`src/rtl/serial_subtractor_pkg.sv`:
```
// Shared definitions for the bit-serial subtractor: FSM states and default width.
package serial_subtractor_pkg;

  // Controller states; DONE lasts a single cycle so done can pulse.
  typedef enum logic [1:0] {
    IDLE = 2'd0,
    BUSY = 2'd1,
    DONE = 2'd2
  } state_e;

  // Operand/result width used when the parent does not override it.
  localparam int DEFAULT_WIDTH = 8;

endpackage

```
`src/rtl/serial_subtractor_full_subtractor.sv`:
```
// One-bit full subtractor cell, reused every BUSY cycle by the serial datapath.
module full_subtractor (
  input  logic a,
  input  logic b,
  input  logic bin,
  output logic d,
  output logic bout
);

  // Difference bit and borrow for a - b - bin.
  always_comb begin
    d    = a ^ b ^ bin;
    bout = (~a & b) | (~(a ^ b) & bin);
  end

endmodule

```
`src/rtl/serial_subtractor.sv`:
```
// Bit-serial unsigned subtractor: captures a and b on start, processes one bit
// per cycle LSB first through a single full subtractor, and publishes diff,
// borrow_out and zero together with a one-cycle done pulse.
module serial_subtractor
  import serial_subtractor_pkg::*;
#(
  parameter int WIDTH = DEFAULT_WIDTH
) (
  input  logic             clk,
  input  logic             rst_n,
  input  logic             start,
  input  logic [WIDTH-1:0] a,
  input  logic [WIDTH-1:0] b,
  output logic [WIDTH-1:0] diff,
  output logic             borrow_out,
  output logic             zero,
  output logic             busy,
  output logic             done
);

  localparam int CNT_W = $clog2(WIDTH + 1);
  localparam logic [CNT_W-1:0] LAST_BIT = CNT_W'(WIDTH - 1);

  state_e           state_q, state_d;
  logic [WIDTH-1:0] aShift_q, aShift_d;
  logic [WIDTH-1:0] bShift_q, bShift_d;
  logic [WIDTH-1:0] partial_q, partial_d;
  logic             borrow_q, borrow_d;
  logic [CNT_W-1:0] bitCnt_q, bitCnt_d;
  logic [WIDTH-1:0] diff_q, diff_d;
  logic             borrowOut_q, borrowOut_d;
  logic             zero_q, zero_d;

  logic             diffBit;
  logic             borrowBit;
  logic [WIDTH:0]   partialExt;
  logic [WIDTH-1:0] partialNext;

  full_subtractor uCell (
    .a    (aShift_q[0]),
    .b    (bShift_q[0]),
    .bin  (borrow_q),
    .d    (diffBit),
    .bout (borrowBit)
  );

  // Partial result with the freshly computed bit shifted in at the MSB.
  always_comb begin
    partialExt  = {diffBit, partial_q};
    partialNext = partialExt[WIDTH:1];
  end

  // Next-state logic: capture on start, shift one bit per BUSY cycle, and
  // load the visible result registers on the transition into DONE.
  always_comb begin
    state_d     = state_q;
    aShift_d    = aShift_q;
    bShift_d    = bShift_q;
    partial_d   = partial_q;
    borrow_d    = borrow_q;
    bitCnt_d    = bitCnt_q;
    diff_d      = diff_q;
    borrowOut_d = borrowOut_q;
    zero_d      = zero_q;
    unique case (state_q)
      IDLE: begin
        if (start) begin
          state_d   = BUSY;
          aShift_d  = a;
          bShift_d  = b;
          partial_d = '0;
          borrow_d  = 1'b0;
          bitCnt_d  = '0;
        end
      end
      BUSY: begin
        aShift_d  = aShift_q >> 1;
        bShift_d  = bShift_q >> 1;
        partial_d = partialNext;
        borrow_d  = borrowBit;
        bitCnt_d  = bitCnt_q + 1'b1;
        if (bitCnt_q == LAST_BIT) begin
          state_d     = DONE;
          diff_d      = partialNext;
          borrowOut_d = borrowBit;
          zero_d      = (partialNext == '0);
        end
      end
      DONE: begin
        state_d = IDLE;
      end
      default: begin
        state_d = IDLE;
      end
    endcase
  end

  // State and datapath registers with synchronous active-low reset.
  always_ff @(posedge clk) begin
    if (!rst_n) begin
      state_q     <= IDLE;
      aShift_q    <= '0;
      bShift_q    <= '0;
      partial_q   <= '0;
      borrow_q    <= 1'b0;
      bitCnt_q    <= '0;
      diff_q      <= '0;
      borrowOut_q <= 1'b0;
      zero_q      <= 1'b0;
    end else begin
      state_q     <= state_d;
      aShift_q    <= aShift_d;
      bShift_q    <= bShift_d;
      partial_q   <= partial_d;
      borrow_q    <= borrow_d;
      bitCnt_q    <= bitCnt_d;
      diff_q      <= diff_d;
      borrowOut_q <= borrowOut_d;
      zero_q      <= zero_d;
    end
  end

  // Outputs come straight from registers so they stay glitch-free.
  always_comb begin
    diff       = diff_q;
    borrow_out = borrowOut_q;
    zero       = zero_q;
    busy       = (state_q == BUSY);
    done       = (state_q == DONE);
  end

endmodule

```
`config.mk`:
```
export PLATFORM = sky130hd
export DESIGN_NAME = serial_subtractor
export DESIGN_NICKNAME = d
export VERILOG_FILES = /design/src/rtl/serial_subtractor_pkg.sv /design/src/rtl/serial_subtractor_full_subtractor.sv /design/src/rtl/serial_subtractor.sv
export SDC_FILE = /design/constraint.sdc
export NUM_CORES = 1
export LEC_CHECK = 0
export CAP_MARGIN = 20
export CORE_MARGIN = 5
export CORE_UTILIZATION = 54
export CTS_CLUSTER_DIAMETER = 30
export DETAILED_ROUTE_END_ITERATION = 10
export GPL_TIMING_DRIVEN = 0
export HOLD_SLACK_MARGIN = 0.05
export MAX_ROUTING_LAYER = met4
export PLACE_DENSITY = 0.8
export SYNTH_ARGS = -nofsm -noshare
export SYNTH_HDL_FRONTEND = slang
export SYNTH_SLANG_ARGS = --single-unit
```
`constraint.sdc`:
```
create_clock -name clk -period 3.9 [get_ports clk]
set_input_delay 0.39 -clock clk [delete_from_list [all_inputs] [get_ports clk]]
set_output_delay 0.39 -clock clk [all_outputs]
set_load 0.01 [all_outputs]
```
* Word level (Yosys, flattened, before mapping)
Cells that the tools add are included.
** Storage, ports and cells
- Word-level logic and storage cells :: 41
- Output and inout port bits :: 12
- Flip-flop bits (word level) :: 41
** Cells by class
- Bitwise gates (word level) :: 7
- Mux-type cells :: 13
- $add $sub $neg :: 1
- Reductions and logical operators :: 6
- Equal/unequal tests :: 5
** Operators by type and width (count)
- 8-bit case mux with 2 select lines :: 3
- 8-bit 2-to-1 mux :: 3
- 8-bit logical NOT :: 1
- 4-bit case mux with 2 select lines :: 1
- 2-bit AND reduction :: 3
- 4-bit by 1-bit adder with 4-bit output (second input constant) :: 1
- 4-bit by 3-bit == test with 1-bit output (second input constant) :: 1
- 2-bit 2-to-1 mux :: 2
- 4-bit 2-to-1 mux :: 1
- 2-bit case mux with 2 select lines :: 1
- 1-bit bitwise AND :: 2
- 2-bit by 1-bit == test with 1-bit output (second input constant) :: 1
- 2-bit == test (second input constant) :: 1
- 2-bit logical NOT :: 1
- 2-bit by 1-bit != test with 1-bit output (second input constant) :: 1
- 2-bit != test (second input constant) :: 1
- 1-bit NOT :: 2
- 1-bit case mux with 2 select lines :: 1
- 2-bit nonzero test :: 1
- 1-bit bitwise XOR :: 2
- 1-bit 2-to-1 mux :: 1
- 1-bit OR :: 1

* Logic depth before layout (Yosys ltp)
Gate-level depths: netlist of run 1.
- Depth after elaboration :: 5
- Gate-level depth with buffers :: 5
- Depth with buffers taken out :: 5

* Cells and area by module
Synthesis of run 1 repeated with hierarchy kept, for this count alone.
** Second synthesis, totals
- Cell total of the unflattened synthesis :: 174
- Area total of the unflattened synthesis :: 1684.1 um^2
** Modules (own cells, without submodules)
- serial_subtractor :: cells an instance 170, instances 1, sequential area each 800.8 um^2, area each 1652.8 um^2
- full_subtractor :: cells an instance 4, instances 1, sequential area each 0.0 um^2, area each 31.3 um^2

* Least setup slack after synthesis of run 1
No wires, ideal clock.
- Path type :: flip-flop to flip-flop
- Start point :: reg bShift_q[0]
- End point :: reg zero_q, in the netlist zero
- Path buffers :: 0
- Setup time :: 0.070 ns
- Clock period less this slack :: 1.300 ns
- Path slack :: 2.600 ns
- Stages on the path, launching flop included :: 6
- Arrival time :: 1.230 ns
- Path through :: dfxtp_1 > inv_1 > fa_1 > nor4_1 > nand4_1 > a21oi_1
** On the way
- Word-level cells in the longest chain between the ends :: 3
** RTL lines
- start, declared :: line serial_subtractor.sv:26 : logic [WIDTH-1:0] bShift_q, bShift_d;
- start signal, assigned :: line serial_subtractor.sv:113 : bShift_q <= bShift_d;
- 1-bit bitwise XOR (2 in a row) :: line serial_subtractor_full_subtractor.sv:12 : d = a ^ b ^ bin;
- named net diffBit :: line serial_subtractor.sv:34 : logic diffBit;
- 8-bit logical NOT :: line serial_subtractor.sv:86 : zero_d = (partialNext == '0);
- end signal, assigned :: line serial_subtractor.sv:119 : zero_q <= zero_d;
- end, declared :: line serial_subtractor.sv:32 : logic zero_q, zero_d;
The timed path passes the listed nets, and every way through them passes these cells.
A chain may end at the register's enable or synchronous reset.

* Final worst setup path of run 1
- Start point :: reg state_q[1]
- End point :: out busy
** On the way
- Word-level cells in the longest chain between the ends :: 1
** RTL lines
- start, declared :: line serial_subtractor.sv:24 : state_e state_q, state_d;
- start signal, assigned :: line serial_subtractor.sv:111 : state_q <= state_d;
- 2-bit by 1-bit == test with 1-bit output :: line serial_subtractor.sv:128 : busy = (state_q == BUSY);
- end, declared :: line serial_subtractor.sv:17 : output logic busy,
Every way passes these cells.

==> results.yml, run 1 <==
timing:
  setup_tns_ns: 0
  fin_skew_ns: 0.00574
  final-hold-violation-count: 0
  drv_slew: 0
  worstMarginPinSlew_ns: 0.441
  finalSetupViolCount: 0
  rsz0062_at_grt: "false"
  min_period_ns: 2.28
  worst_slew_margin_rel: 0.706
  fmaxAchievable_ghz: 0.439
  setup_slack_ns: 1.62
  min_period_over_period: 0.583
setup_path:
  ff2ff_setup_slack_ns: 2.44
  crit_type: "reg2out"
  r2r_cells: 5
  crit_slowest_cell: "clkdlybuf4s50_1"
  crit_path_end_kind: "primary output"
  crit_arrival_ns: 1.89
  critPathBufInv: 3
  path_cells: "nand2b_2 -> inv_1 -> buf_4 -> clkdlybuf4s50_1"
  cpPeakStageDelay_ns: 0.54
  cp-start-kind: "flop"
  critPathRequiredTime_ns: 3.51
  regToRegEndpoint: "zero"
  crit_family: "buffers and inverters"
  r2r-start: "bShift_q[0]"
  path_max_fanout: 10
clocking:
  numCtsBuffers: 5
  cts.repair.resized: 0
  clock_latency_ns: 0.34
  cts_setup_buffers: 0
  cts_tree: "done"
  hold_buffers: 0
  clk_path_buf_depth: 2
  cts.reportedPaths.clkPinSlew_ns: 0.11
  htree_num_levels: 2
  cts-root-buf: "clkbuf_4"
  clock_sinks: 40
placed_design:
  gp_congestion: 0.857
  hpwlAfterDp_um: 2710
  dp.cells: 231
  placed_area_mm2: 0.00195
  pre_cts_ws_ns: 2.02
  io_buffers: 29
floorplanning:
  die_area_mm2: 0.00419
  die_h_um: 64.7
  start_util: 0.577
  die_x_um: 64.7
  coreArea_mm2: 0.00281
  io_pins: 31
  rows: 19
grt:
  grt_start_max_net_pins: 13
  grt_pass1_vias: 1393
  grt_pass1_wl_um: 6370
  antenna_found_initial: 0
  gr-total-overflow: 0
  grt_use_total: 0.200
synth:
  synth_area_per_cell_um2: 9.46
  ys_seq_area_frac: 0.495
  ys_warn_count: 0
  ys_ff_latch: 40
  syn-num-nets: 192
  netlist_area_mm2: 0.00162
  async_reset_ff_frac: 0
  netlist_instances: 171
  ys.flop_type: "dfxtp_1"
  synth_edf_count: 0
  yosysUniqueCellTypes: 36
cells_and_area:
  final_cells: 239
  syn2layout_area_growth_pct: 24.1
  layout_common_cells: "40 x dfxtp_1, 29 x clkdlybuf4s50_1, 21 x a21oi_1"
  final_nets: 228
  antennaDiodeCount: 0
  drive_above_1_share: 0.0962
  final_area_mm2: 0.00201
  mostFrequentLayoutCell: "dfxtp_1"
power:
  peakVddDrop_uv: 302
  power.density_mw_per_mm2: 386
  p_leak_uw: 0.000742
  totalPowerFinal_uw: 775
route:
  drcViolationCount: 0
  first_pass_iters: 4
  wl_um: 3600
  ant_nets: 0
  via_per_inst: 6.03
  wire_per_inst_um: 15.1
  vias: 1440
  drt_iter0_markers: 127
min_path:
  hold_path_class: "in2reg"
  holdCritStartpoint: "start"
  hold_depth: 3
  whs_endpoint: "aShift_q[6]"
flow_run:
  max-cap-violations: 0
run_status:
  outcome: "completed"
==> worst max path at each step <==
stage | cells past startpoint | slack (ns) | to | from
floorplan | 5 | 2.60 | zero | bShift_q[0]
global placement | 4 | 2.07 | busy | state_q[1]
detailed placement | 4 | 2.02 | busy | state_q[1]
CTS | 4 | 1.62 | busy | state_q[1]
global route | 4 | 1.49 | busy | state_q[0]
finish | 4 | 1.62 | busy | state_q[1]
==> final cells by class <==
class / instances / area (µm²)
Clock inverter: 2 / 10.0
Multi-Input combinational cell: 113 / 717
Sequential cell: 40 / 801
Buffer: 12 / 77.6
Fill cell: 216 / 797
Inverter: 6 / 22.5
Clock buffer: 6 / 51.3
Timing Repair Buffer: 29 / 290
Tap cell: 31 / 38.8
==> sequential cells by signal (all words and copies together), names as in the netlist <==
name        count
bShift_q        8
aShift_q        8
zero            1
partial_q       7
diff            8
borrow_q        1
borrow_out      1
state_q         2
bitCnt_q        4
==> worst register-to-register path, delay by kind of cell (launching register included) <==
family / cells / cell delay, ns
fa+ha+maj: 1 / 0.52
compound gates: 1 / 0.13
simple gates: 2 / 0.33
flops: 1 / 0.35
buf+inv: 1 / 0.06
==> per-layer routing <==
metal | up-vias | global-route usage | share of wire
met3 | 4 | 0.0553 | 0.048
li1 | 700 | - | -
met2 | 43 | 0.324 | 0.50
met1 | 693 | 0.238 | 0.44
met5 | - | - | 0
met4 | 0 | 0.0712 | 0.013
==> logic make-up (layout without fill, tap and decap cells) <==
family,count (synthesis),count (layout),synth area share
adder cells (fa/ha/maj),2,2,0.0201
buffers and inverters,18,55,0.0619
AND/OR/NAND/NOR,39,39,0.134
AO/OA/AOI/OAI,72,72,0.289
flip-flops,40,40,0.495
==> through the flow <==
step | hold WS (ns) | utilization
5_1_grt | 0.359 | 0.716
3_5_place_dp | 0.458 | 0.694
3_3_place_gp | 0.444 | 0.694
2_1_floorplan | 0.432 | -
4_1_cts | 0.363 | 0.716
6_report | 0.375 | 0.716
==> cells in the mapped netlist, drive strengths merged (2+ instances only) <==
library cell / count / share of area
dfxtp: 40 / 0.49
a21oi: 21 / 0.065
o21ai: 20 / 0.062
nor2: 12 / 0.032
a22o: 10 / 0.054
nand3: 10 / 0.031
o2bb2ai: 8 / 0.043
buf: 7 / 0.036
clkbuf: 5 / 0.012
inv: 5 / 0.012
a221o: 3 / 0.019
and2: 3 / 0.012
nand2: 3 / 0.0070
nand2b: 3 / 0.013
o22ai: 3 / 0.012
a31oi: 2 / 0.0077
nor4: 2 / 0.0077
==> report_power, final <==
part | leakage, µW | switching (µW) | internal [µW]
Sequential | 0.000326 | 14.6 | 430
Clock | 0.0000380 | 131 | 85.9
Combinational | 0.000378 | 59.1 | 54.8
Total | 0.000742 | 205 | 571
Power figures use the tool's default switching activity.
==> inputs of run 2 (changes only) <==
CORE_UTILIZATION = 45   (was 54)
PLACE_DENSITY = 0.7   (was 0.8)
clock period = 1.9 ns   (was 3.9 ns; I/O delays follow)
==> run 2 against run 1 <==
Against the previous run: global-route usage down 3.7 points; total power grew 110%; worst setup slack worse by 1.5 ns; clock skew grew 0.0051 ns; critical endpoint is now done; highest routed layer unchanged.
==> results.yml, run 2 (synthesized netlist as in run 1, its figures left out) <==
floorplanning:
  die_x_um: 70.0
  die_h_um: 70.0
  io_pins: 31
  rows: 21
  start_util: 0.474
  coreArea_mm2: 0.00342
  die_area_mm2: 0.00489
cells_and_area:
  layout_common_cells: "40 x dfxtp_1, 28 x clkdlybuf4s50_1, 21 x a21oi_1"
  mostFrequentLayoutCell: "dfxtp_1"
  nFillCells: 327
  syn2layout_area_growth_pct: 25.0
  fin_util: 0.592
  drive_above_1_share: 0.101
  final_area_mm2: 0.00202
  antennaDiodeCount: 0
  final_nets: 227
setup_path:
  critPathRequiredTime_ns: 1.71
  path_cells: "inv_1 -> nor2_1 -> clkdlybuf4s50_1"
  endpoint: "done"
  r2r_cells: 5
  crit_type: "reg2out"
  crit_path_end_kind: "primary output"
  crit_arrival_ns: 1.60
  regToRegEndpoint: "zero"
  ff2ff_setup_slack_ns: 0.47
  cp-start-kind: "flop"
  r2r-start: "bShift_q[0]"
  cpPeakStageDelay_ns: 0.54
  path_max_fanout: 11
  crit_slowest_cell: "clkdlybuf4s50_1"
  worstSetupStartpoint: "state_q[1]"
route:
  drt_iter0_markers: 90
  first_pass_iters: 4
  via_per_inst: 5.62
  wl_um: 3630
  vias: 1421
  ant_nets: 0
  drcViolationCount: 0
  wire_per_inst_um: 14.3
timing:
  fmaxAchievable_ghz: 0.559
  worstMarginPinSlew_ns: 0.439
  drv_slew: 0
  fin_skew_ns: 0.0109
  setup_slack_ns: 0.112
  rsz0062_at_grt: "false"
  hold_ws_ns: 0.177
  worst_slew_margin_rel: 0.707
  finalSetupViolCount: 0
  min_period_over_period: 0.941
  final-hold-violation-count: 0
  setup_tns_ns: 0
  min_period_ns: 1.79
clocking:
  clk_path_buf_depth: 2
  numCtsBuffers: 5
  cts_setup_buffers: 0
  clock_latency_ns: 0.35
  clock_sinks: 40
  cts_tree: "done"
  cts-root-buf: "clkbuf_4"
  htree_num_levels: 2
  cts.reportedPaths.clkPinSlew_ns: 0.12
grt:
  gr-total-overflow: 0
  grt_use_total: 0.163
  grt_start_max_net_pins: 13
  grt_pass1_vias: 1376
  grt_pass1_wl_um: 6350
  antenna_found_initial: 0
placed_design:
  placed_area_mm2: 0.00197
  gp_congestion: 0.844
  hpwlAfterDp_um: 2670
  pre_cts_ws_ns: 0.249
  io_buffers: 29
power:
  combPwrFrac: 0.145
  peakVddDrop_uv: 596
  p_sw_uw: 427
  p_seq_frac: 0.571
  p_int_uw: 1170
  power.density_mw_per_mm2: 789
  swShare: 0.267
  pwr-share-clk: 0.284
  p_leak_uw: 0.000742
run_status:
  outcome: "completed"
flow_run:
  max-cap-violations: 0
min_path:
  hold_path_class: "in2reg"
## run 2: area by class of cell
cell class,instances,area (µm²),area share
plain buffers,11,73.8,0.0365
clock inverters,2,10.0,0.00495
inverters,6,22.5,0.0111
well taps,46,57.6,0.0285
clock buffers,6,51.3,0.0254
flip-flops and latches,40,801,0.396
repair buffers,29,289,0.143
multi-input cells,113,717,0.355
## run 2: power by group through the flow
stage / Clock, µW / Combinational (µW) / Sequential, µW
2_1_floorplan: 0 / 155 / 921
3_3_place_gp: 0 / 226 / 928
3_5_place_dp: 0 / 230 / 930
4_1_cts: 465 / 231 / 911
5_1_grt: 505 / 258 / 917
6_report: 453 / 232 / 911
## run 2: metal layers
metal,vias to the layer above,part of all wire,global-route usage
met5,-,0,-
met4,0,0.013,0.0617
met3,6,0.060,0.0416
met2,52,0.45,0.235
met1,663,0.47,0.220
li1,700,-,-
## run 2: repair_timing
action	4_1_cts	5_1_grt
resized for setup	2	0
hold buffers	0	0
endpoints found under the setup margin	1	1
## run 2: worst min path at each step
stage | from | end | cells after the start
CTS | start | aShift_q[0] | 3
finish | start | aShift_q[0] | 3
global placement | borrow_q | borrow_q | 1
detailed placement | borrow_q | borrow_q | 1
floorplan | a[7] | aShift_q[7] | 1
global route | start | aShift_q[0] | 3
## run 2: worst max-delay path: cells and delay by family (launching register included)
family,cells,cell delay [ns]
buffers and inverters,2,0.73
DFF,1,0.39
and+or+nand+nor,1,0.14
## run 2: metrics by stage
step / power [µW] / std cells
final: 1600 / 253
after global routing: 1680 / 253
after CTS: 1610 / 254
after detailed placement: 1160 / 246
after global placement: 1150 / 246
after floorplan: 1080 / 171
